**src/rtl/fifo_serializer_if.sv**
```systemverilog
// fifo_serializer_if: groups the upstream FIFO side and the downstream beat
// stream of fifo_serializer. Parameters must match the serializer instance.
//
// Handshakes:
//   upstream   - pnding_i says the FIFO head word on data_i is valid; pop_o is
//                a single-cycle request that consumes that head word on the
//                same rising edge.
//   downstream - a beat on data_o transfers on every rising edge where
//                valid_o=1 and ready_i=1; while valid_o=1 and ready_i=0 the
//                beat and parity_o stay stable until accepted.
interface fifo_serializer_if #(
  parameter int WIDTH = 32,
  parameter int OUT_W = 8
) ();
  logic             pnding_i;
  logic [WIDTH-1:0] data_i;
  logic             pop_o;
  logic             valid_o;
  logic             ready_i;
  logic [OUT_W-1:0] data_o;
  logic             parity_o;
  logic             busy_o;
  logic [15:0]      words_o;

  // Serializer side.
  modport master (
    input  pnding_i, data_i, ready_i,
    output pop_o, valid_o, data_o, parity_o, busy_o, words_o
  );

  // Environment side: the upstream FIFO plus the downstream sink.
  modport slave (
    output pnding_i, data_i, ready_i,
    input  pop_o, valid_o, data_o, parity_o, busy_o, words_o
  );
endinterface

```
**src/rtl/fifo_serializer.sv**
```systemverilog
// fifo_serializer: pops WIDTH-bit words from an upstream FIFO and sends each
// one LSB-first as WIDTH/OUT_W beats of OUT_W bits. A new word is popped on
// the last accepted beat of the previous one, so a full FIFO streams with no
// bubbles. words_o counts fully transmitted words (wraps at 2^16).
// Optional macro SERIALIZER_PARITY_EN: drive parity_o with the even parity of
// data_o; otherwise parity_o is tied to 0.
// dbg_state_o exposes the FSM state (0 = IDLE, 1 = SEND).
module fifo_serializer #(
  parameter int WIDTH = 32,
  parameter int OUT_W = 8
) (
  input  logic                 clk_i,
  input  logic                 rst_i,
  fifo_serializer_if.master    bus,
  output logic                 dbg_state_o
);
  localparam int BEATS = WIDTH / OUT_W;
  localparam int CNT_W = (BEATS > 1) ? $clog2(BEATS) : 1;

  typedef enum logic {
    IDLE = 1'b0,
    SEND = 1'b1
  } state_t;

  state_t             state_q, state_d;
  logic [WIDTH-1:0]   shift_q, shift_d;
  logic [CNT_W-1:0]   beat_q, beat_d;
  logic [15:0]        words_q, words_d;
  logic               pop;
  logic               last_beat;

  assign last_beat = (beat_q == CNT_W'(BEATS - 1));

  // State register and datapath; reset clears everything at once.
  always_ff @(posedge clk_i or negedge rst_i) begin
    if (!rst_i) begin
      state_q <= IDLE;
      shift_q <= '0;
      beat_q  <= '0;
      words_q <= '0;
    end else begin
      state_q <= state_d;
      shift_q <= shift_d;
      beat_q  <= beat_d;
      words_q <= words_d;
    end
  end

  // Next-state logic: load on pop, shift on non-final beats, chain words.
  always_comb begin
    state_d = state_q;
    shift_d = shift_q;
    beat_d  = beat_q;
    words_d = words_q;
    pop     = 1'b0;
    case (state_q)
      IDLE: begin
        if (bus.pnding_i) begin
          pop     = 1'b1;
          shift_d = bus.data_i;
          beat_d  = '0;
          state_d = SEND;
        end
      end
      SEND: begin
        if (bus.ready_i) begin
          if (last_beat) begin
            words_d = words_q + 16'd1;
            if (bus.pnding_i) begin
              // Chain the next word in the same cycle to avoid an idle bubble.
              pop     = 1'b1;
              shift_d = bus.data_i;
              beat_d  = '0;
            end else begin
              state_d = IDLE;
            end
          end else begin
            shift_d = shift_q >> OUT_W;
            beat_d  = beat_q + 1'b1;
          end
        end
      end
      default: state_d = IDLE;
    endcase
  end

  // The last beat is never shifted out, so data_o keeps it while idle.
  // pop is gated by reset so nothing is consumed while reset is held.
  assign bus.pop_o    = pop & rst_i;
  assign bus.valid_o  = (state_q == SEND);
  assign bus.busy_o   = (state_q == SEND);
  assign bus.data_o   = shift_q[OUT_W-1:0];
  assign bus.words_o  = words_q;
  assign dbg_state_o  = state_q;

`ifdef SERIALIZER_PARITY_EN
  assign bus.parity_o = ^bus.data_o;
`else
  assign bus.parity_o = 1'b0;
`endif

endmodule

```
**src/flat_wrapper.sv**
```systemverilog
// flat-port wrapper written by rule: the top's interface ports become plain ports
module fifo_serializer_flat 
#(
  parameter int WIDTH = 32,
  parameter int OUT_W = 8
)
  (clk_i, rst_i, dbg_state_o, bus_pnding_i, bus_data_i, bus_ready_i, bus_pop_o, bus_valid_o, bus_data_o, bus_parity_o, bus_busy_o, bus_words_o);
  fifo_serializer_if #(.WIDTH(WIDTH), .OUT_W(OUT_W)) bus_i ();
  input  logic clk_i;
  input  logic rst_i;
  output logic dbg_state_o;
  input wire logic [$bits(bus_i.pnding_i)-1:0] bus_pnding_i;
  input wire logic [$bits(bus_i.data_i)-1:0] bus_data_i;
  input wire logic [$bits(bus_i.ready_i)-1:0] bus_ready_i;
  output wire logic [$bits(bus_i.pop_o)-1:0] bus_pop_o;
  output wire logic [$bits(bus_i.valid_o)-1:0] bus_valid_o;
  output wire logic [$bits(bus_i.data_o)-1:0] bus_data_o;
  output wire logic [$bits(bus_i.parity_o)-1:0] bus_parity_o;
  output wire logic [$bits(bus_i.busy_o)-1:0] bus_busy_o;
  output wire logic [$bits(bus_i.words_o)-1:0] bus_words_o;
  assign bus_i.pnding_i = bus_pnding_i;
  assign bus_i.data_i = bus_data_i;
  assign bus_i.ready_i = bus_ready_i;
  assign bus_pop_o = bus_i.pop_o;
  assign bus_valid_o = bus_i.valid_o;
  assign bus_data_o = bus_i.data_o;
  assign bus_parity_o = bus_i.parity_o;
  assign bus_busy_o = bus_i.busy_o;
  assign bus_words_o = bus_i.words_o;
  fifo_serializer #(.WIDTH(WIDTH), .OUT_W(OUT_W)) u_core (.clk_i(clk_i), .rst_i(rst_i), .bus(bus_i), .dbg_state_o(dbg_state_o));
endmodule
```
**config.mk**
```make
export PLATFORM = sky130hd
export DESIGN_NAME = fifo_serializer_flat
export DESIGN_NICKNAME = d
export VERILOG_FILES = /design/src/rtl/fifo_serializer_if.sv /design/src/rtl/fifo_serializer.sv /design/src/flat_wrapper.sv
export SDC_FILE = /design/constraint.sdc
export NUM_CORES = 1
export LEC_CHECK = 0
export CAP_MARGIN = 5
export CELL_PAD_IN_SITES_DETAIL_PLACEMENT = 1
export CELL_PAD_IN_SITES_GLOBAL_PLACEMENT = 2
export CORE_ASPECT_RATIO = 0.7
export CORE_UTILIZATION = 28
export CTS_BUF_LIST = sky130_fd_sc_hd__clkbuf_16
export DETAILED_ROUTE_END_ITERATION = 8
export GPL_TIMING_DRIVEN = 0
export PLACE_DENSITY = 0.83
export SLEW_MARGIN = 20
export SYNTH_ARGS = -nofsm -noshare
export SYNTH_HDL_FRONTEND = slang
export SYNTH_SLANG_ARGS = --single-unit
```
**constraint.sdc**
```tcl
create_clock -name clk_i -period 1.7 [get_ports clk_i]
set_clock_uncertainty 0.2 [all_clocks]
set_input_delay 0.255 -clock clk_i [delete_from_list [all_inputs] [get_ports clk_i]]
set_output_delay 0.255 -clock clk_i [all_outputs]
set_load 0.05 [all_outputs]
```
==> results.cfg, run 1 <==
[die]
dieArea_mm2 = 0.00855
initial_utilization_pct = 29.0
fp.dieH_um = 77.7
num_rows = 27
core_mm2 = 0.00791
io_pins = 65
die_w_um = 110

[worst_hold_path]
hold_class = input pin to async pin

[clock_network]
cts_max_level = 2
cts.path.max_buffers = 2
cts.sinks = 51
cts_tree = yes
cts_root_buf = clkbuf_16
clk_latency_ps = 290
clk_pin_slew_ps = 70
cts_buffers = 5

[sta]
period_needed_ps = 1880
max_freq_mhz = 531
slew_viol_final = 0
finalHoldViolations = 51
layout_setup_ws_ps = -182
tightest_slew_ps = 679
finalSetupTns_ps = -5110
slew_headroom_pct = 54.7
setup_viol = 44
grt_setup_unrepaired = true
min_period_over_period_pct = 111
timing.hold.ws_ps = -192

[setup_path]
cpLargestDelayFamily = flip-flops
critPathKind = flip-flop to flip-flop
critPathCaptureType = flip-flop
cp.required_ps = 1680
cp_num_buf_inv = 2
cp.arrival_ps = 1860
cp_max_fo = 4
worstSetupStartpointType = flip-flop
critPathMaxStageDelay_ps = 410
path_cells = ha_4 -> and2b_2 -> o22ai_4 -> buf_6 -> buf_8 -> nand2b_4 -> o221a_4
crit_path_top_delay_cell = dfrtp_1
crit_path_start = u_core.beat_q[0]
r2r-start = u_core.beat_q[0]

[placement]
dp_hpwl_um = 4170
routabilityCongestion = 0.679
portBuffers = 63

[drt]
vias = 1831
drt_wl_total_um = 7050
antenna_left = 0
drt_iter0_markers = 50
routedWlPerCell_um = 18.6
dr.pass1.iters = 4
drc = 0
viasPerCell = 4.83

[synth]
yosys_warnings = 0
synth_edf_count = 0
synth_top_family_by_area = compound AO/OA/AOI/OAI gates
synth_area_mm2 = 0.00229
synth-xor-area-share_pct = 5.73
synth.avg_cell_area_um2 = 12.5
synthAdderAreaFrac_pct = 1.09
ys_types = 29
synth_flop_cell = dfrtp_1
syn_inst = 183
synth_fp_nets = 221
ys_ff_latch = 51
synth_compound_area_share_pct = 16.1
seq_area_frac_synth_pct = 55.7
async_flop_share_pct = 100
yosys.area_share.simple_pct = 15.0
synthMuxAreaShare_pct = 0.492

[final_layout]
post-route-util_pct = 49.3
layout-drive-gt1-share_pct = 48.2
diodes = 0
synthToLayoutAreaGrowth_pct = 70.0
nets = 315

[run_status]
outcome = complete, but fails checks
failed_checks = hold timing, setup timing

[global_route]
grt_pass1_wl_um = 10600
grt_max_degree = 53
grt_usage_pct = 16.7
grt_pass1_vias = 1979
grt-ovfl-total = 0
antenna_found_initial = 0

[run]
cap_violations = 0

[power_and_ir_drop]
p_per_area_mw_per_mm2 = 1560
ir_worst_vdd_mv = 0.812
leakage_nw = 1.72
power.total_mw = 6.08
-- sequential cells by signal, summed over array words and instances, names as in the netlist --
name,flops
u_core.shift_q,32
u_core.bus.words_o,16
u_core.beat_q,2
u_core.bus.busy_o,1
-- cells in the mapped netlist (2+ instances only) --
cell type / number / share of area, %
dfrtp_1: 51 / 56
and3_1: 2 / 0.55
xnor2_1: 11 / 4.2
buf_2: 4 / 0.87
nand4_1: 5 / 1.4
a22o_1: 8 / 3.1
nand2_1: 11 / 1.8
nand2b_1: 25 / 6.8
buf_4: 12 / 3.9
nand3_1: 5 / 1.1
ha_1: 2 / 1.1
nor2_1: 2 / 0.33
xor2_1: 4 / 1.5
nor3_1: 3 / 0.66
o221a_2: 24 / 12
-- power breakdown --
part / internal (mW) / switching [mW]
logic: 1.63 / 1.36
registers: 1.61 / 0.355
clock network: 0.687 / 0.445
-- worst paths after layout --
kind | endpoint | slack [ps] | depth (start not counted)
max in group asynchronous | u_core.bus.busy_o | 1000 | 1
worst max-delay path | u_core.shift_q[14] | -180 | 7
worst max register to register | u_core.shift_q[14] | -180 | 7
worst min-delay path | u_core.shift_q[0] | -190 | 1
min in group clk_i | u_core.bus.words_o[15] | 260 | 1
worst min register to register | u_core.bus.words_o[15] | 260 | 1
-- logic make-up (layout without fill, tap and decap cells) --
| logic type | count (synthesis) | count (layout) |
|---|---|---|
| muxes | 1 | 1 |
| AOI/OAI and AO/OA | 35 | 35 |
| adders and majority gates | 2 | 2 |
| other | 1 | 1 |
| xor gates and xnor gates | 15 | 15 |
| DFF | 51 | 51 |
| and+or+nand+nor | 58 | 58 |
| buffers and inverters | 20 | 115 |
-- placed cells by master, fill, tap and decap left out, types with 6 or more instances in the layout --
cell type / instances
a22o_1: 8
buf_4: 21
buf_6: 10
clkbuf_16: 6
clkbuf_2: 12
clkdlybuf4s15_1: 6
clkdlybuf4s50_1: 33
dfrtp_1: 41
dfrtp_2: 10
nand2_1: 8
nand2b_1: 10
nand2b_4: 15
o221a_2: 9
o221a_4: 15
xnor2_1: 11
-- routing by layer --
layer	GRT usage (%)	wire, um	vias to the layer above
li1	-	-	855
met1	23.2	3410	931
met2	26.6	3330	39
met3	3.11	249	6
met4	4.34	63	0
met5	0	0	-
-- cell type report --
type | instances | area, um2
plain buffers | 19 | 198
clock inverters | 3 | 38.8
inverters | 1 | 3.75
clock buffers | 5 | 125
repair buffers | 87 | 880
multi-input cells | 112 | 1230
flip-flops and latches | 51 | 1290
well taps | 101 | 126
fillers | 811 | 4010
-- stage by stage --
step / std cells / cell area (um2) / setup WS, ps
floorplan: 183 / 2330 / -28.1
global placement: 347 / 3090 / -2370
detailed placement: 347 / 3090 / -856
CTS: 375 / 3690 / -155
global route: 379 / 3890 / -263
finish: 379 / 3890 / -182
-- repair_timing --
| item | 4_1_cts | 5_1_grt |
|---|---|---|
| endpoints found under the setup margin | 70 | 62 |
| setup buffers | 15 | 3 |
| pin swaps | 12 | 6 |
| cloned | 5 | 1 |
| endpoints found under the hold margin | 51 | 51 |
| resized for setup | 112 | 51 |
Note: power is estimated with default switching activity, not from simulation.
==> run 2: changes to the inputs <==
--- a/config.mk
+++ b/config.mk
@@ -13,6 +13,7 @@
 export CTS_BUF_LIST = sky130_fd_sc_hd__clkbuf_16
 export DETAILED_ROUTE_END_ITERATION = 8
 export GPL_TIMING_DRIVEN = 0
+export HOLD_SLACK_MARGIN = 0.03
 export PLACE_DENSITY = 0.83
 export SLEW_MARGIN = 20
 export SYNTH_ARGS = -nofsm -noshare
==> results of run 2 <==
Same layout as run 1: the final DEF is identical, and so are final timing and power.
==> run 3: changes to the inputs <==
--- a/config.mk
+++ b/config.mk
@@ -9,12 +9,12 @@
 export CELL_PAD_IN_SITES_DETAIL_PLACEMENT = 1
 export CELL_PAD_IN_SITES_GLOBAL_PLACEMENT = 2
 export CORE_ASPECT_RATIO = 0.7
-export CORE_UTILIZATION = 28
+export CORE_UTILIZATION = 33
 export CTS_BUF_LIST = sky130_fd_sc_hd__clkbuf_16
 export DETAILED_ROUTE_END_ITERATION = 8
 export GPL_TIMING_DRIVEN = 0
 export HOLD_SLACK_MARGIN = 0.03
-export PLACE_DENSITY = 0.83
+export PLACE_DENSITY = 0.91
 export SLEW_MARGIN = 20
 export SYNTH_ARGS = -nofsm -noshare
 export SYNTH_HDL_FRONTEND = slang
==> constraint.sdc (replaced) <==
create_clock -name clk_i -period 2.2 [get_ports clk_i]
set_clock_uncertainty 0.2 [all_clocks]
set_input_delay 0.33 -clock clk_i [delete_from_list [all_inputs] [get_ports clk_i]]
set_output_delay 0.33 -clock clk_i [all_outputs]
set_load 0.05 [all_outputs]
==> results.cfg, run 3 (synthesis results as in run 1) <==
[power_and_ir_drop]
p_int_mw = 2.41
netSwitchingFraction_pct = 36.3
power.share.sequential_pct = 38.6
p_per_area_mw_per_mm2 = 1190
p_switching_mw = 1.37
ir_worst_vdd_mv = 0.401
p_clk_share_pct = 19.7
combPwrFrac_pct = 41.7
leakage_nw = 1.35

[setup_path]
critPathMaxStageDelay_ps = 850
timing.rr.end = u_core.shift_q[23]
critPathKind = flip-flop to output pin
crit_path_top_delay_cell = clkdlybuf4s50_1
cp_num_buf_inv = 1
rr_worst_depth = 6
worstSetupStartpointType = flip-flop
cpLargestDelayFamily = buffers and inverters
cp_max_fo = 6
cp.required_ps = 1670
r2r-start = u_core.beat_q[0]
ff2ff_setup_slack_ps = 130
path_cells = clkdlybuf4s50_1
critPathCaptureType = output pin
cp.arrival_ps = 1600

[sta]
max_freq_mhz = 471
setup_viol = 0
min_period_over_period_pct = 96.6
tightest_slew_ps = 657
slew_viol_final = 0
timing.hold.ws_ps = -140
period_needed_ps = 2130
finalSetupTns_ps = 0
slew_headroom_pct = 56.2
grt_setup_unrepaired = false
finalHoldViolations = 51

[drt]
wl_met3_um = 239
vias = 1697
dr.pass1.iters = 4
drt_wl_total_um = 5790
viasPerCell = 4.92
wl_met1_um = 2910
routedWlPerCell_um = 16.8
drc = 0
wl_met2_um = 2570
drt_iter0_markers = 74
top_layer_used = met4
antenna_left = 0

[run]
cap_violations = 0

[final_layout]
nets = 291
synthToLayoutAreaGrowth_pct = 38.4
regMostFlops = u_core.shift_q
final_cell_mix = 57 x clkdlybuf4s50_1, 51 x dfrtp_1, 25 x nand2b_1
fin_cells = 345
n_fill_cell = 681
layout-drive-gt1-share_pct = 21.3
final_common_cell = clkdlybuf4s50_1
largest_reg_flops = 32
diodes = 0

[clock_network]
cts_buffers = 5
cts.path.max_buffers = 2
clk_pin_slew_ps = 70
clk_latency_ps = 290
postCtsSetupRepairBufs = 0
cts_tree = yes
cts.sinks = 51
cts_max_level = 2
cts_root_buf = clkbuf_16

[run_status]
failed_checks = hold timing
outcome = complete, but fails checks

[placement]
place_inst = 337
routabilityCongestion = 0.712
dp_hpwl_um = 4080
portBuffers = 63

[die]
die_w_um = 102
core_mm2 = 0.00646
dieArea_mm2 = 0.00728
io_pins = 65
fp.dieH_um = 71.7
num_rows = 24
initial_utilization_pct = 35.5

[global_route]
grt-ovfl-total = 0
grt_usage_pct = 17.3
grt_pass1_vias = 1765
antenna_found_initial = 0
grt_max_degree = 53
grt_pass1_wl_um = 9430

[worst_hold_path]
hold_class = input pin to async pin
-- run 3: timing repair --
| item | 4_1_cts | 5_1_grt |
|---|---|---|
| setup endpoints to repair | 4 | 2 |
| endpoints found under the hold margin | 51 | 51 |
| pin swaps | 0 | 0 |
| resized for setup | 8 | 3 |
-- run 3: power groups by stage --
stage / registers [mW] / logic (mW) / clock network (mW)
after floorplan: 1.51 / 1.04 / 0
after global placement: 1.46 / 1.54 / 0
after detailed placement: 1.46 / 1.58 / 0
after CTS: 1.46 / 1.59 / 0.756
after global routing: 1.50 / 1.69 / 0.787
final: 1.46 / 1.58 / 0.747
-- run 3: layer usage --
layer / track usage (%) / vias up
met5: 0 / -
met1: 24.5 / 843
met2: 26.7 / 45
li1: - / 803
met3: 3.51 / 6
met4: 5.15 / 0
-- run 3: worst max-delay path by stage --
stage | from | endpoint | slack, ps | cells after the start
floorplan | u_core.bus.words_o[0] | u_core.bus.words_o[12] | 220 | 5
global placement | rst_i | bus_pop_o | -2040 | 3
detailed placement | bus_ready_i | bus_pop_o | -470 | 5
CTS | bus_ready_i | bus_pop_o | 30 | 5
global route | u_core.beat_q[0] | bus_pop_o | 20 | 5
finish | u_core.bus.words_o[0] | bus_words_o[0] | 70 | 1
-- run 3: final cells by class --
class	count	area, um2	share of cell area, %
Tap cell	91	114	3.59
Timing Repair Buffer	63	624	19.7
Sequential cell	51	1280	40.2
Clock buffer	5	125	3.94
Inverter	1	3.75	0.118
Multi-Input combinational cell	112	887	28.0
Clock inverter	3	12.5	0.394
Buffer	19	129	4.06
-- run 3: per-stage QoR --
stage | utilization [%] | cell area [um2] | hold slack [ps] | power (mW) | worst slack, ps
6_report | 49.1 | 3170 | -140 | 3.79 | 74.7
5_1_grt | 49.1 | 3170 | -78.0 | 3.98 | 21.0
4_1_cts | 49.0 | 3160 | -104 | 3.80 | 25.6
3_5_place_dp | 47.0 | 3030 | 205 | 3.04 | -469
3_3_place_gp | 47.0 | 3040 | 263 | 3.00 | -2040
2_1_floorplan | - | 2290 | -166 | 2.55 | 217
